[src/rtl/cpu_pkg.sv]
// Shared definitions for the multi-cycle CPU core: opcodes, FSM states and
// instruction field positions.
package cpu_pkg;

  localparam int unsigned INSTR_W = 32;
  localparam int unsigned OP_W    = 6;
  localparam int unsigned IMM_W   = 16;

  localparam int unsigned OP_LSB  = 0;
  localparam int unsigned RS1_LSB = 6;
  localparam int unsigned RS2_LSB = 9;
  localparam int unsigned RD_LSB  = 12;
  localparam int unsigned HL_POS  = 15;
  localparam int unsigned IMM_LSB = 16;

  localparam logic [OP_W-1:0] OP_NOP   = 6'd0;
  localparam logic [OP_W-1:0] OP_ADD   = 6'd1;
  localparam logic [OP_W-1:0] OP_SUB   = 6'd2;
  localparam logic [OP_W-1:0] OP_AND   = 6'd3;
  localparam logic [OP_W-1:0] OP_OR    = 6'd4;
  localparam logic [OP_W-1:0] OP_XOR   = 6'd5;
  localparam logic [OP_W-1:0] OP_LDI   = 6'd6;
  localparam logic [OP_W-1:0] OP_STORE = 6'd7;
  localparam logic [OP_W-1:0] OP_LOAD  = 6'd8;
  localparam logic [OP_W-1:0] OP_BRF   = 6'd9;
  localparam logic [OP_W-1:0] OP_JR    = 6'd10;
  localparam logic [OP_W-1:0] OP_HALT  = 6'd11;

  typedef enum logic [2:0] {
    S_IDLE, S_FETCH, S_EXEC, S_MEM, S_WB, S_HALT
  } state_t;

  // Ops that write rd and its flag in WB.
  function automatic logic op_writes(input logic [OP_W-1:0] op);
    case (op)
      OP_ADD, OP_SUB, OP_AND, OP_OR, OP_XOR, OP_LDI, OP_LOAD: return 1'b1;
      OP_NOP, OP_STORE, OP_BRF, OP_JR, OP_HALT:               return 1'b0;
      default:                                                return 1'b0;
    endcase
  endfunction

endpackage

[src/rtl/cpu_alu.sv]
// Combinational ALU: arithmetic/logic ops and LDI half-word merge, with flag.
module cpu_alu
  import cpu_pkg::*;
#(
  parameter int unsigned DATA_W = 32
) (
  input  logic [OP_W-1:0]   op,
  input  logic [DATA_W-1:0] a,
  input  logic [DATA_W-1:0] b,
  input  logic [IMM_W-1:0]  imm,
  input  logic              hl,
  input  logic [DATA_W-1:0] rd_old,
  output logic [DATA_W-1:0] result,
  output logic              flag
);

  logic [DATA_W:0] sum;

  always_comb begin
    sum    = {1'b0, a} + {1'b0, b};
    result = '0;
    flag   = 1'b0;
    case (op)
      OP_ADD: begin result = sum[DATA_W-1:0]; flag = sum[DATA_W]; end
      OP_SUB: begin result = a - b; flag = (a < b); end
      OP_AND: begin result = a & b; flag = (result == '0); end
      OP_OR:  begin result = a | b; flag = (result == '0); end
      OP_XOR: begin result = a ^ b; flag = (result == '0); end
      OP_LDI: begin
        result = rd_old;
        if (hl) result[2*IMM_W-1:IMM_W] = imm;
        else    result[IMM_W-1:0]       = imm;
        flag = (result == '0);
      end
      default: ;
    endcase
  end

endmodule

[src/rtl/cpu_mc_core.sv]
// Multi-cycle CPU core with req/ack memory handshake, run/halt control and
// retire/illegal status pulses.
module cpu_mc_core
  import cpu_pkg::*;
#(
  parameter int unsigned DATA_W = 32,
  parameter int unsigned ADDR_W = 32,
  parameter int unsigned NREGS  = 8
) (
  input  logic              clock,
  input  logic              reset,
  input  logic              run,
  output logic              mem_req,
  output logic              mem_we,
  output logic [ADDR_W-1:0] mem_addr,
  output logic [DATA_W-1:0] mem_wdata,
  input  logic [DATA_W-1:0] mem_rdata,
  input  logic              mem_ack,
  output logic [ADDR_W-1:0] pc_out,
  output logic              retire,
  output logic              illegal,
  output logic              halted
);

  localparam int unsigned RIDX_W = $clog2(NREGS);

  state_t              state, state_nxt;
  logic [ADDR_W-1:0]   pc, pc_nxt, tgt_q, tgt_nxt, addr_nxt;
  logic                tgt_vld_q, tgt_vld_nxt;
  logic [INSTR_W-1:0]  instr, instr_nxt;
  logic [DATA_W-1:0]   res_q, res_nxt, wdata_nxt;
  logic                rflag_q, rflag_nxt;
  logic                req_nxt, we_nxt, retire_nxt, illegal_nxt, halted_nxt, wr_en;
  logic [DATA_W-1:0]   regs [NREGS];
  logic [NREGS-1:0]    flags;

  logic [OP_W-1:0]     op;
  logic [RIDX_W-1:0]   rs1, rs2, rd;
  logic [DATA_W-1:0]   alu_res;
  logic                alu_flag;

  assign op     = instr[OP_LSB  +: OP_W];
  assign rs1    = instr[RS1_LSB +: RIDX_W];
  assign rs2    = instr[RS2_LSB +: RIDX_W];
  assign rd     = instr[RD_LSB  +: RIDX_W];
  assign pc_out = pc;

  cpu_alu #(.DATA_W(DATA_W)) u_alu (
    .op     (op),
    .a      (regs[rs1]),
    .b      (regs[rs2]),
    .imm    (instr[IMM_LSB +: IMM_W]),
    .hl     (instr[HL_POS]),
    .rd_old (regs[rd]),
    .result (alu_res),
    .flag   (alu_flag)
  );

  // Next-state and registered-output logic.
  always_comb begin
    state_nxt   = state;
    pc_nxt      = pc;
    instr_nxt   = instr;
    res_nxt     = res_q;
    rflag_nxt   = rflag_q;
    tgt_nxt     = tgt_q;
    tgt_vld_nxt = tgt_vld_q;
    req_nxt     = mem_req;
    we_nxt      = mem_we;
    addr_nxt    = mem_addr;
    wdata_nxt   = mem_wdata;
    retire_nxt  = 1'b0;
    illegal_nxt = 1'b0;
    halted_nxt  = halted;
    wr_en       = 1'b0;
    unique case (state)
      S_IDLE: if (run) begin
        state_nxt = S_FETCH;
        req_nxt   = 1'b1;
        we_nxt    = 1'b0;
        addr_nxt  = pc;
      end
      S_FETCH: if (mem_ack) begin
        instr_nxt   = mem_rdata[INSTR_W-1:0];
        pc_nxt      = pc + ADDR_W'(1);
        req_nxt     = 1'b0;
        illegal_nxt = (mem_rdata[OP_LSB +: OP_W] > OP_HALT);
        state_nxt   = S_EXEC;
      end
      S_EXEC: begin
        res_nxt     = alu_res;
        rflag_nxt   = alu_flag;
        tgt_vld_nxt = 1'b0;
        case (op)
          OP_LOAD: begin
            state_nxt = S_MEM;
            req_nxt   = 1'b1;
            we_nxt    = 1'b0;
            addr_nxt  = ADDR_W'(regs[rs1]);
          end
          OP_STORE: begin
            state_nxt = S_MEM;
            req_nxt   = 1'b1;
            we_nxt    = 1'b1;
            addr_nxt  = ADDR_W'(regs[rs2]);
            wdata_nxt = regs[rs1];
          end
          OP_HALT: begin
            state_nxt  = S_HALT;
            halted_nxt = 1'b1;
            retire_nxt = 1'b1;
          end
          default: begin
            if (op == OP_BRF && flags[rs1]) begin
              tgt_vld_nxt = 1'b1;
              tgt_nxt     = ADDR_W'(instr[IMM_LSB +: IMM_W]);
            end else if (op == OP_JR) begin
              tgt_vld_nxt = 1'b1;
              tgt_nxt     = ADDR_W'(regs[rs2]);
            end
            state_nxt  = S_WB;
            retire_nxt = 1'b1;
          end
        endcase
      end
      S_MEM: if (mem_ack) begin
        req_nxt    = 1'b0;
        we_nxt     = 1'b0;
        state_nxt  = S_WB;
        retire_nxt = 1'b1;
        if (op == OP_LOAD) begin
          res_nxt   = mem_rdata;
          rflag_nxt = (mem_rdata == '0);
        end
      end
      S_WB: begin
        wr_en = op_writes(op);
        if (tgt_vld_q) pc_nxt = tgt_q;
        if (run) begin
          state_nxt = S_FETCH;
          req_nxt   = 1'b1;
          we_nxt    = 1'b0;
          addr_nxt  = pc_nxt;
        end else begin
          state_nxt = S_IDLE;
        end
      end
      S_HALT: ;
    endcase
  end

  always_ff @(posedge clock or negedge reset) begin
    if (!reset) begin
      state     <= S_IDLE;
      pc        <= '0;
      instr     <= '0;
      res_q     <= '0;
      rflag_q   <= 1'b0;
      tgt_q     <= '0;
      tgt_vld_q <= 1'b0;
      mem_req   <= 1'b0;
      mem_we    <= 1'b0;
      mem_addr  <= '0;
      mem_wdata <= '0;
      retire    <= 1'b0;
      illegal   <= 1'b0;
      halted    <= 1'b0;
      flags     <= '0;
      for (int unsigned i = 0; i < NREGS; i++) regs[i] <= '0;
    end else begin
      state     <= state_nxt;
      pc        <= pc_nxt;
      instr     <= instr_nxt;
      res_q     <= res_nxt;
      rflag_q   <= rflag_nxt;
      tgt_q     <= tgt_nxt;
      tgt_vld_q <= tgt_vld_nxt;
      mem_req   <= req_nxt;
      mem_we    <= we_nxt;
      mem_addr  <= addr_nxt;
      mem_wdata <= wdata_nxt;
      retire    <= retire_nxt;
      illegal   <= illegal_nxt;
      halted    <= halted_nxt;
      if (wr_en) begin
        regs[rd]  <= res_q;
        flags[rd] <= rflag_q;
      end
    end
  end

endmodule

[config.mk]
export PLATFORM = sky130hd
export DESIGN_NAME = cpu_mc_core
export DESIGN_NICKNAME = d
export VERILOG_FILES = /design/src/rtl/cpu_pkg.sv /design/src/rtl/cpu_alu.sv /design/src/rtl/cpu_mc_core.sv
export SDC_FILE = /design/constraint.sdc
export NUM_CORES = 1
export LEC_CHECK = 0
export ABC_CLOCK_PERIOD_IN_PS = 8900
export CAP_MARGIN = 20
export CORE_AREA = 8 8 290 292
export DETAILED_ROUTE_END_ITERATION = 8
export DIE_AREA = 0 0 298 300
export GPL_TIMING_DRIVEN = 0
export HOLD_SLACK_MARGIN = 0.12
export REMOVE_ABC_BUFFERS = 1
export SLEW_MARGIN = 40
export SYNTH_ARGS = -nofsm -noshare
export SYNTH_HDL_FRONTEND = slang
export SYNTH_HIERARCHICAL = 1
export SYNTH_SLANG_ARGS = --single-unit
[constraint.sdc]
create_clock -name clock -period 8.9 [get_ports clock]
set_input_delay 0.89 -clock clock [delete_from_list [all_inputs] [get_ports clock]]
set_output_delay 0.89 -clock clock [all_outputs]
set_load 0.02 [all_outputs]
=== Yosys cells after proc, flatten, opt, wreduce, memory -nomap -nowiden ===
Memories as Yosys holds them, arrays and structs flattened.
Index checks and enable logic that the tools add are counted.

* $add $sub $neg: 3
* Magnitude comparators: 9
* Equality and inequality tests: 24
* Mux-type cells: 61
* Bitwise logic cells: 7
* Reductions and logical operators: 31

{| class="wikitable"
|+ Operators by type and width
! operator !! number
|-
| 32-bit 2-to-1 mux || 15
|-
| 32-bit binary-select mux with 3-bit select || 3
|-
| 256-bit bitwise mux || 1
|-
| 32-bit one-hot mux with 2 select lines || 3
|-
| 32-bit one-hot mux with 6 select lines || 1
|-
| 32-bit zero test || 5
|-
| 32-bit demux with 3-bit select || 1
|-
| 32-bit one-hot mux with 3 select lines || 1
|-
| 16-bit 2-to-1 mux || 4
|-
| 32-bit by 32-bit adder with 33-bit output || 1
|-
| 32-bit by 1-bit adder with 32-bit output, second input constant || 1
|-
| 32-bit AND || 1
|-
| 32-bit less-than comparator || 1
|-
| 32-bit bitwise OR || 1
|-
| 32-bit subtractor || 1
|-
| 32-bit XOR || 1
|-
| 6-bit by 3-bit equality test with 1-bit output, second input constant || 4
|-
| 6-bit by 4-bit equality test with 1-bit output, second input constant || 4
|-
| 1-bit 2-to-1 mux || 18
|-
| 4-bit AND reduction || 4
|-
| 3-bit one-hot mux with 5 select lines || 1
|-
| 6-bit by 2-bit equality test with 1-bit output, second input constant || 2
|-
| 4-bit >= comparator, second input constant || 3
|-
| 2-bit != test, second input constant || 6
|-
| 30 further kinds || 52
|}

* Flip-flop bits (word level): 466
* Memory bits (read-only): 16
* Input bits: 36
* Output and inout bits: 101
* Word-level logic and storage cells: 159
* Memories: 1

{| class="wikitable"
|+ Memory list
! name !! words !! bits a word !! read ports !! clocked after Yosys merged registers in !! write ports !! line !! source
|-
| (no name shown) || 16 || 1 || 1 || 0 || 0 || cpu_pkg.sv:35 || <nowiki>case (op)</nowiki>
|}

=== Longest topological paths before layout ===
Gate-level depths: netlist of run 1.

* Word-level depth: 9
* Gate-level depth with buffers: 21
* Depth with buffers taken out: 18

=== Modules after synthesis ===
Netlist of run 1, hierarchy kept.

{| class="wikitable"
|+ By module, submodules not included
! module !! instances !! cells an instance !! area each (um^2) !! sequential area each (um^2)
|-
| cpu_mc_core || 1 || 2,237 || 25,366.8 || 11,661.2
|-
| cpu_alu || 1 || 942 || 6,175.9 || 0.0
|}

=== Worst setup path after synthesis of run 1 ===
Ideal clock, no wire load.

* Path type: flip-flop to flip-flop
* From: reg instr[7]
* To: reg rflag_q
* Arrival: 4.195 ns
* Path slack: 4.578 ns
* Stages on the path, launching flop included: 20
* Buffers on the path: 4
* Period minus slack after synthesis: 4.322 ns
* Cell sequence: dfrtp_1 clkbuf_1 buf_2 buf_2 mux4_2 mux2_2 inv_1 ha_1 buf_2 a21oi_2 o221ai_1 a41oi_1 or2_1 o31ai_4 o21ai_2 a211oi_1 o311a_1 or3_1 a21oi_1 a21oi_1

* Word-level cells in the longest chain between the ends: 8
* Elaborated cells between the ends (all ways): 14
* Classes of those cells: add/sub: 1; order compare: 1; mux: 5; bitwise: 4; reduce/logical: 3

{| class="wikitable"
|+ RTL lines
! element !! line !! source
|-
| from (decl) || cpu_mc_core.sv:30 || <nowiki>logic [INSTR_W-1:0] instr, instr_nxt;</nowiki>
|-
| from (signal assigned) || cpu_mc_core.sv:173 || <nowiki>instr <= instr_nxt;</nowiki>
|-
| 3-bit inverter with 4-bit output (not written as such) * || cpu_mc_core.sv:50 || <nowiki>.a (regs[rs1]),</nowiki>
|-
| 32-bit binary-select mux with 3-bit select * || cpu_mc_core.sv:50 ||
|-
| 32-bit 2-to-1 mux (not written as such) * (2 in a row) || cpu_mc_core.sv:50 ||
|-
| parallel branches: the longest is 2 deep, another holds 32-bit by 32-bit adder with 33-bit output || n/a ||
|-
| 1-bit one-hot mux with 6 select lines * || cpu_alu.sv:23 || <nowiki>case (op)</nowiki>
|-
| named net alu_flag || cpu_mc_core.sv:40 || <nowiki>logic alu_flag;</nowiki>
|-
| 1-bit one-hot mux with 2 select lines * || cpu_mc_core.sv:76 || <nowiki>unique case (state)</nowiki>
|-
| to (signal assigned) || cpu_mc_core.sv:175 || <nowiki>rflag_q <= rflag_nxt;</nowiki>
|-
| to (decl) || cpu_mc_core.sv:32 || <nowiki>logic rflag_q, rflag_nxt;</nowiki>
|}

Mark *: on every way through the listed nets, which the timed path passes. The select of a mux whose other input is x is not followed.
A chain may end at the register's enable or synchronous reset.

=== Final worst setup path of run 1 ===
* From: reg instr[10]
* To: reg res_q[18]

* Word-level cells in the longest chain between the ends: 7
* Elaborated cells between the ends (all ways): 11
* Classes of those cells: add/sub: 2; mux: 5; bitwise: 4

{| class="wikitable"
|+ RTL lines
! element !! line !! source
|-
| 3-bit inverter with 4-bit output (not written as such) * || cpu_mc_core.sv:51 || <nowiki>.b (regs[rs2]),</nowiki>
|-
| 32-bit binary-select mux with 3-bit select * || cpu_mc_core.sv:51 ||
|-
| 32-bit 2-to-1 mux (not written as such) * (2 in a row) || cpu_mc_core.sv:51 ||
|-
| 32-bit subtractor, or another cell as far along || cpu_alu.sv:25 || <nowiki>OP_SUB: begin result = a - b; flag = (a < b); end</nowiki>
|-
| 32-bit one-hot mux with 6 select lines * || cpu_alu.sv:23 ||
|-
| named net alu_res[18] || cpu_mc_core.sv:39 || <nowiki>logic [DATA_W-1:0] alu_res;</nowiki>
|-
| 32-bit one-hot mux with 2 select lines * || cpu_mc_core.sv:76 ||
|-
| to (signal assigned) || cpu_mc_core.sv:174 || <nowiki>res_q <= res_nxt;</nowiki>
|-
| to (decl) || cpu_mc_core.sv:31 || <nowiki>logic [DATA_W-1:0] res_q, res_nxt, wdata_nxt;</nowiki>
|}

The timed path passes the listed nets; every way through them passes the cells marked *. The select of a mux whose other input is x is not followed.

==> results of run 1 <==
routing by layer:
metal,up-vias,part of all wire (%),routed length [microns]
met5,-,0.0061,8
met1,14000,40,52700
met2,1650,43,56200
met4,2,6.1,7950
met3,378,11,14000
li1,12000,-,-
critical path, stage by stage, from the launching register on:
cell and delay (ps):
dfrtp_4 770, buf_12 290, buf_12 240, mux2i_1 120, a22oi_1 220, nand2_1 290
inv_1 230, ha_1 280, inv_1 80, fa_1 410, and2b_1 250, o2111ai_2 140
a21boi_2 300, o22ai_4 160, o31ai_1 610, a211o_1 220, a21oi_1 80, a21boi_0 250
o21ai_0 410, mux2i_1 420, a21oi_1 120
final timing paths:
path / cells past startpoint / end
max: 20 / res_q[18]
min: 1 / regs[97]
max reg2reg: 20 / res_q[18]
min reg2reg: 2 / mem_wdata[7]
max in group asynchronous: 6 / mem_wdata[20]
min in group clock: 2 / mem_wdata[7]
cell type report:
type                       instances  area (sq um)
clock buffer                      76          1530
sequential                       466         11700
fill                            7572         42700
inverter                         122           458
tap                             1060          1330
clock inverter                    22           299
timing repair buffer             222          2810
multi-input combinational       2363         18800
report_power, final:
group / leakage [nW] / internal [mW] / switching (mW)
combinational: 8.98 / 0.0243 / 0.0638
clock: 0.907 / 1.38 / 0.963
sequential: 6.26 / 2.12 / 0
flip-flops by register name (all words and copies together), names as in the netlist:
register   cells
tgt_vld_q      1
rflag_q        1
illegal        1
mem_addr      32
state          3
regs         256
halted         1
mem_we         1
pc_out        32
mem_req        1
mem_wdata     32
retire         1
instr         32
flags          8
res_q         32
tgt_q         32
stage by stage:
stage / util, % / TNS (ps) / cells / hold slack (ps) / area, sq um
2_1_floorplan: - / 0 / 2951 / 467 / 30400
3_3_place_gp: 41.6 / -6795670 / 4147 / 461 / 33100
3_5_place_dp: 44.1 / 0 / 4233 / 462 / 35100
4_1_cts: 46.4 / 0 / 4331 / 169 / 36900
5_1_grt: 46.4 / 0 / 4331 / 203 / 37000
6_report: 46.4 / 0 / 4331 / 186 / 37000
logic make-up after synthesis:
group | after synthesis | share of synthesized area, %
simple gates | 875 | 12.8
flops | 466 | 37.0
fa+ha+maj | 116 | 4.65
xor+xnor | 3 | 0.0833
mux | 599 | 23.3
buf+inv | 350 | 4.93
compound gates | 770 | 17.2
cells in the final DEF (no fill, tap or decap), types with 22 or more instances in the layout:
| cell type | Yosys | final |
|---|---|---|
| nor4_1 | 45 | 42 |
| buf_12 | 0 | 22 |
| o22ai_1 | 32 | 32 |
| nand2_1 | 381 | 378 |
| nand4_1 | 29 | 29 |
| nor3_1 | 38 | 35 |
| inv_1 | 118 | 116 |
| mux4_2 | 75 | 75 |
| a21oi_1 | 180 | 179 |
| ha_1 | 114 | 114 |
| dfrtp_1 | 466 | 456 |
| a22oi_1 | 62 | 62 |
| a31oi_1 | 30 | 30 |
| clkbuf_16 | 0 | 54 |
| a211oi_1 | 37 | 32 |
| mux2_2 | 328 | 328 |
| nor2_1 | 208 | 196 |
| a221oi_1 | 64 | 50 |
| nand3_1 | 44 | 43 |
| mux2i_1 | 192 | 192 |
| o21ai_0 | 102 | 101 |
| a22o_1 | 45 | 45 |
| a2bb2oi_1 | 25 | 25 |
| clkdlybuf4s50_1 | 0 | 135 |
==> impl_metrics.ini, run 1 <==
[sta]
worstMarginPinSlew_ps = 1010
rsz0062_at_grt = false
period_needed_ps = 6100
hold_violations = 0
slew_viol_final = 0
slew_headroom_pct = 32.2
period_share_pct = 68.5
final-setup-viol-count = 0
worst_clock_skew_ps = 28.8
clock.fmax_mhz = 164
postLayoutSetupSlackWorst_ps = 2800

[setup_path]
crit_type = flip-flop to flip-flop
crit_path_start_kind = flip-flop
rr_startpoint = instr[10]
arrival_ps = 6570
worstPathMaxFanout = 28
cp.required_ps = 9380
setup.worst_path.end_class = flip-flop
rrSetupSlack_ps = 2800
worstSetupStartpoint = instr[10]

[synthesis]
synth_seq_cells = 466
yosysTopAreaCellShare_pct = 37.0
synth_area_per_cell_sq_um = 9.92
synthCells = 3179
synth_ff_type = dfrtp_1
yosys.area.top_type = dfrtp_1
yosysMostFrequentCell = dfrtp_1
yosysUniqueCellTypes = 104
synth_edf_count = 0
ys_seq_area_share_pct = 37.0
netlist_top_cells_count = dfrtp_1 (466), nand2_1 (381), mux2_2 (328), nor2_1 (208), mux2i_1 (192)
synthTopCellsByArea = dfrtp_1 (37%), mux2_2 (12%), mux2i_1 (6.1%)
synthArstFlopShare_pct = 100
netlist_area_sq_um = 31500
yosys_warnings = 6

[hold_path]
hp-class = primary input to asynchronous set/reset pin

[grt]
busiest_layer = met2
antenna_found_initial = 1
use_met1_pct = 37.5
grt_max_degree = 67
met2_usage_pct = 42.0
gr-usage-met3_pct = 7.23
grt_overflow = 0
grt_usage_pct = 28.1
grt_pass1_wl_microns = 190000
grt_pass1_vias = 26800

[floorplanning]
start_util_pct = 39.6
core_area_sq_um = 79600
die_x_microns = 298
ios = 137
die_h_microns = 300
dieArea_sq_um = 89400
rows = 104

[clock_network]
cts-hold-fix-buffers = 0
post_cts_buffers = 0
htreeDepth = 2
cts_buffer_depth = 3
cts_tree = done
root_buffer = clkbuf_16
cts.sinks = 466
clk_latency_ps = 630
numCtsBuffers = 53
clkTransAtPathRegs_ps = 60
cts-resized-gates = 0

[routing]
drc = 0
drtIter0Drc = 3907
routed_via_density = 6.46
routedWlPerCell_microns = 30.2
antenna_left = 0
vias = 28000
drt_wl_total_microns = 131000
first_pass_iters = 8

[finish]
syn_to_final_growth_pct = 17.2
num-nets-final = 3380
insertedDiodeCount = 0
drive_above_1_share_pct = 21.2

[run_status]
status = completed

[pwr]
leakage_nw = 16.2
total_power_mw = 4.55
power_density_nw_per_um2 = 123
peakVddDrop_uv = 124

[place]
hpwl_microns = 95000
port_buffers = 136
pre_cts_ws_ps = 2870
gp_congestion = 0.995

[run]
cap_violations = 0
Note: power is estimated with default switching activity, not from simulation.
==> run 2: changes to the inputs <==
Settings changed: ABC_CLOCK_PERIOD_IN_PS 8900 to 6000.
Clock period 8.9 ns to 6 ns, I/O delays scaled along.
==> impl_metrics.ini, run 2 (synthesized netlist as in run 1, its figures left out) <==
[clock_network]
cts_tree = done
clk_latency_ps = 630
cts.sinks = 466
root_buffer = clkbuf_16
cts_buffer_depth = 3
clkTransAtPathRegs_ps = 70
numCtsBuffers = 53
htreeDepth = 2

[grt]
grt_pass1_wl_microns = 190000
met2_usage_pct = 42.0
grt_usage_pct = 28.1
gr-usage-met3_pct = 7.23
antenna_found_initial = 1
grt_overflow = 0
grt_pass1_vias = 26800
use_met1_pct = 37.5
grt_max_degree = 67
busiest_layer = met2

[run_status]
status = completed

[finish]
mostFrequentLayoutCell = dfrtp_1
insertedDiodeCount = 0
largest_reg_flops = 256
final_util_pct = 46.5
syn_to_final_growth_pct = 17.4
fillers = 7565
num-nets-final = 3383
multiInputGateArea_sq_um = 18800
final_cell_mix = dfrtp_1 (456), nand2_1 (378), mux2_2 (328)
seqCellArea_sq_um = 11700
stdcell_count = 4334
top_register = regs
drive_above_1_share_pct = 21.3

[sta]
worst_clock_skew_ps = 25.0
period_needed_ps = 5840
worstMarginPinSlew_ps = 990
clock.fmax_mhz = 171
hold_violations = 0
postLayoutSetupSlackWorst_ps = 165
period_share_pct = 97.3
slew_headroom_pct = 33.3
rsz0062_at_grt = false
slew_viol_final = 0
final-setup-viol-count = 0
fin_tns_setup_ps = 0

[pwr]
leakage_nw = 16.2
power_density_nw_per_um2 = 182
peakVddDrop_uv = 184

[routing]
drt_wl_total_microns = 131000
drtIter0Drc = 3999
vias = 28100
antenna_left = 0
routedWlPerCell_microns = 30.3
first_pass_iters = 6
drc = 0
routed_via_density = 6.48

[hold_path]
whs_endpoint = mem_wdata[7]
hp-class = flip-flop to flip-flop
hold_start = mem_wdata[7]
hold_path_depth = 2

[floorplanning]
ios = 137
core_area_sq_um = 79600
start_util_pct = 39.6
rows = 104
die_h_microns = 300
dieArea_sq_um = 89400
die_x_microns = 298

[setup_path]
arrival_ps = 6400
setup.worst_path.end_class = flip-flop
reg2regPathDepth = 16
worstPathMaxFanout = 25
reg2reg_to = res_q[29]
worstSetupStartpoint = instr[7]
crit_path_start_kind = flip-flop
crit_type = flip-flop to flip-flop
rr_startpoint = instr[7]
rrSetupSlack_ps = 160
cp.required_ps = 6560

[place]
hpwl_microns = 95000
gp_congestion = 0.995
port_buffers = 136
pre_cts_ws_ps = -26.6
dp_cells = 4233

[run]
cap_violations = 0
run 2: cell type report:
type	count	share of cell area (%)
Clock buffer	76	4.14
Timing Repair Buffer	225	7.77
Clock inverter	22	0.807
Sequential cell	466	31.6
Multi-Input combinational cell	2363	50.9
Tap cell	1060	3.58
Inverter	122	1.24
run 2: critical path, cell delays in order, from the launching register on:
cell	delay [ps]
dfrtp_4	680
buf_12	280
buf_12	270
mux4_2	540
mux2_2	440
inv_1	110
ha_1	350
or3_1	530
a311oi_1	480
o41a_2	280
nand4b_1	230
a21oi_1	490
o41ai_2	180
xnor2_1	150
o221ai_1	400
mux2i_1	160
a21oi_1	160
run 2: worst max path at each step:
stage	endpoint	slack, ps	cells after the start
after detailed placement	res_q[26]	-30	20
after global placement	mem_wdata[18]	-17210	1
after global routing	res_q[29]	30	17
after floorplan	res_q[28]	-1800	14
final	res_q[29]	160	16
after CTS	res_q[25]	180	17
run 2: power breakdown:
| group | switching, mW | internal, mW |
|---|---|---|
| Sequential | 0 | 3.14 |
| Clock | 1.43 | 2.04 |
| Combinational | 0.0954 | 0.0364 |
| Total | 1.52 | 5.22 |
run 2: repair_timing:
item                                   4_1_cts  5_1_grt
endpoints found under the hold margin       49        0
hold buffers                                 1        0
setup endpoints to repair                    1        6
gates resized for setup                      1        2
buffers inserted                             0        2
run 2: per-stage QoR:
stage	cell area, sq um	hold slack (ps)	power (mW)
after detailed placement	35100	462	3.33
after global placement	33100	461	3.32
after CTS	36900	466	6.80
after floorplan	30400	304	3.20
final	37000	472	6.74
after global routing	37000	501	6.93
run 2: routing by layer:
layer  up-vias  routed length (microns)
met3       373                    14400
met4         2                     7930
met1     14100                    52600
met5         -                        8
met2      1674                    56400
li1      12000                        -
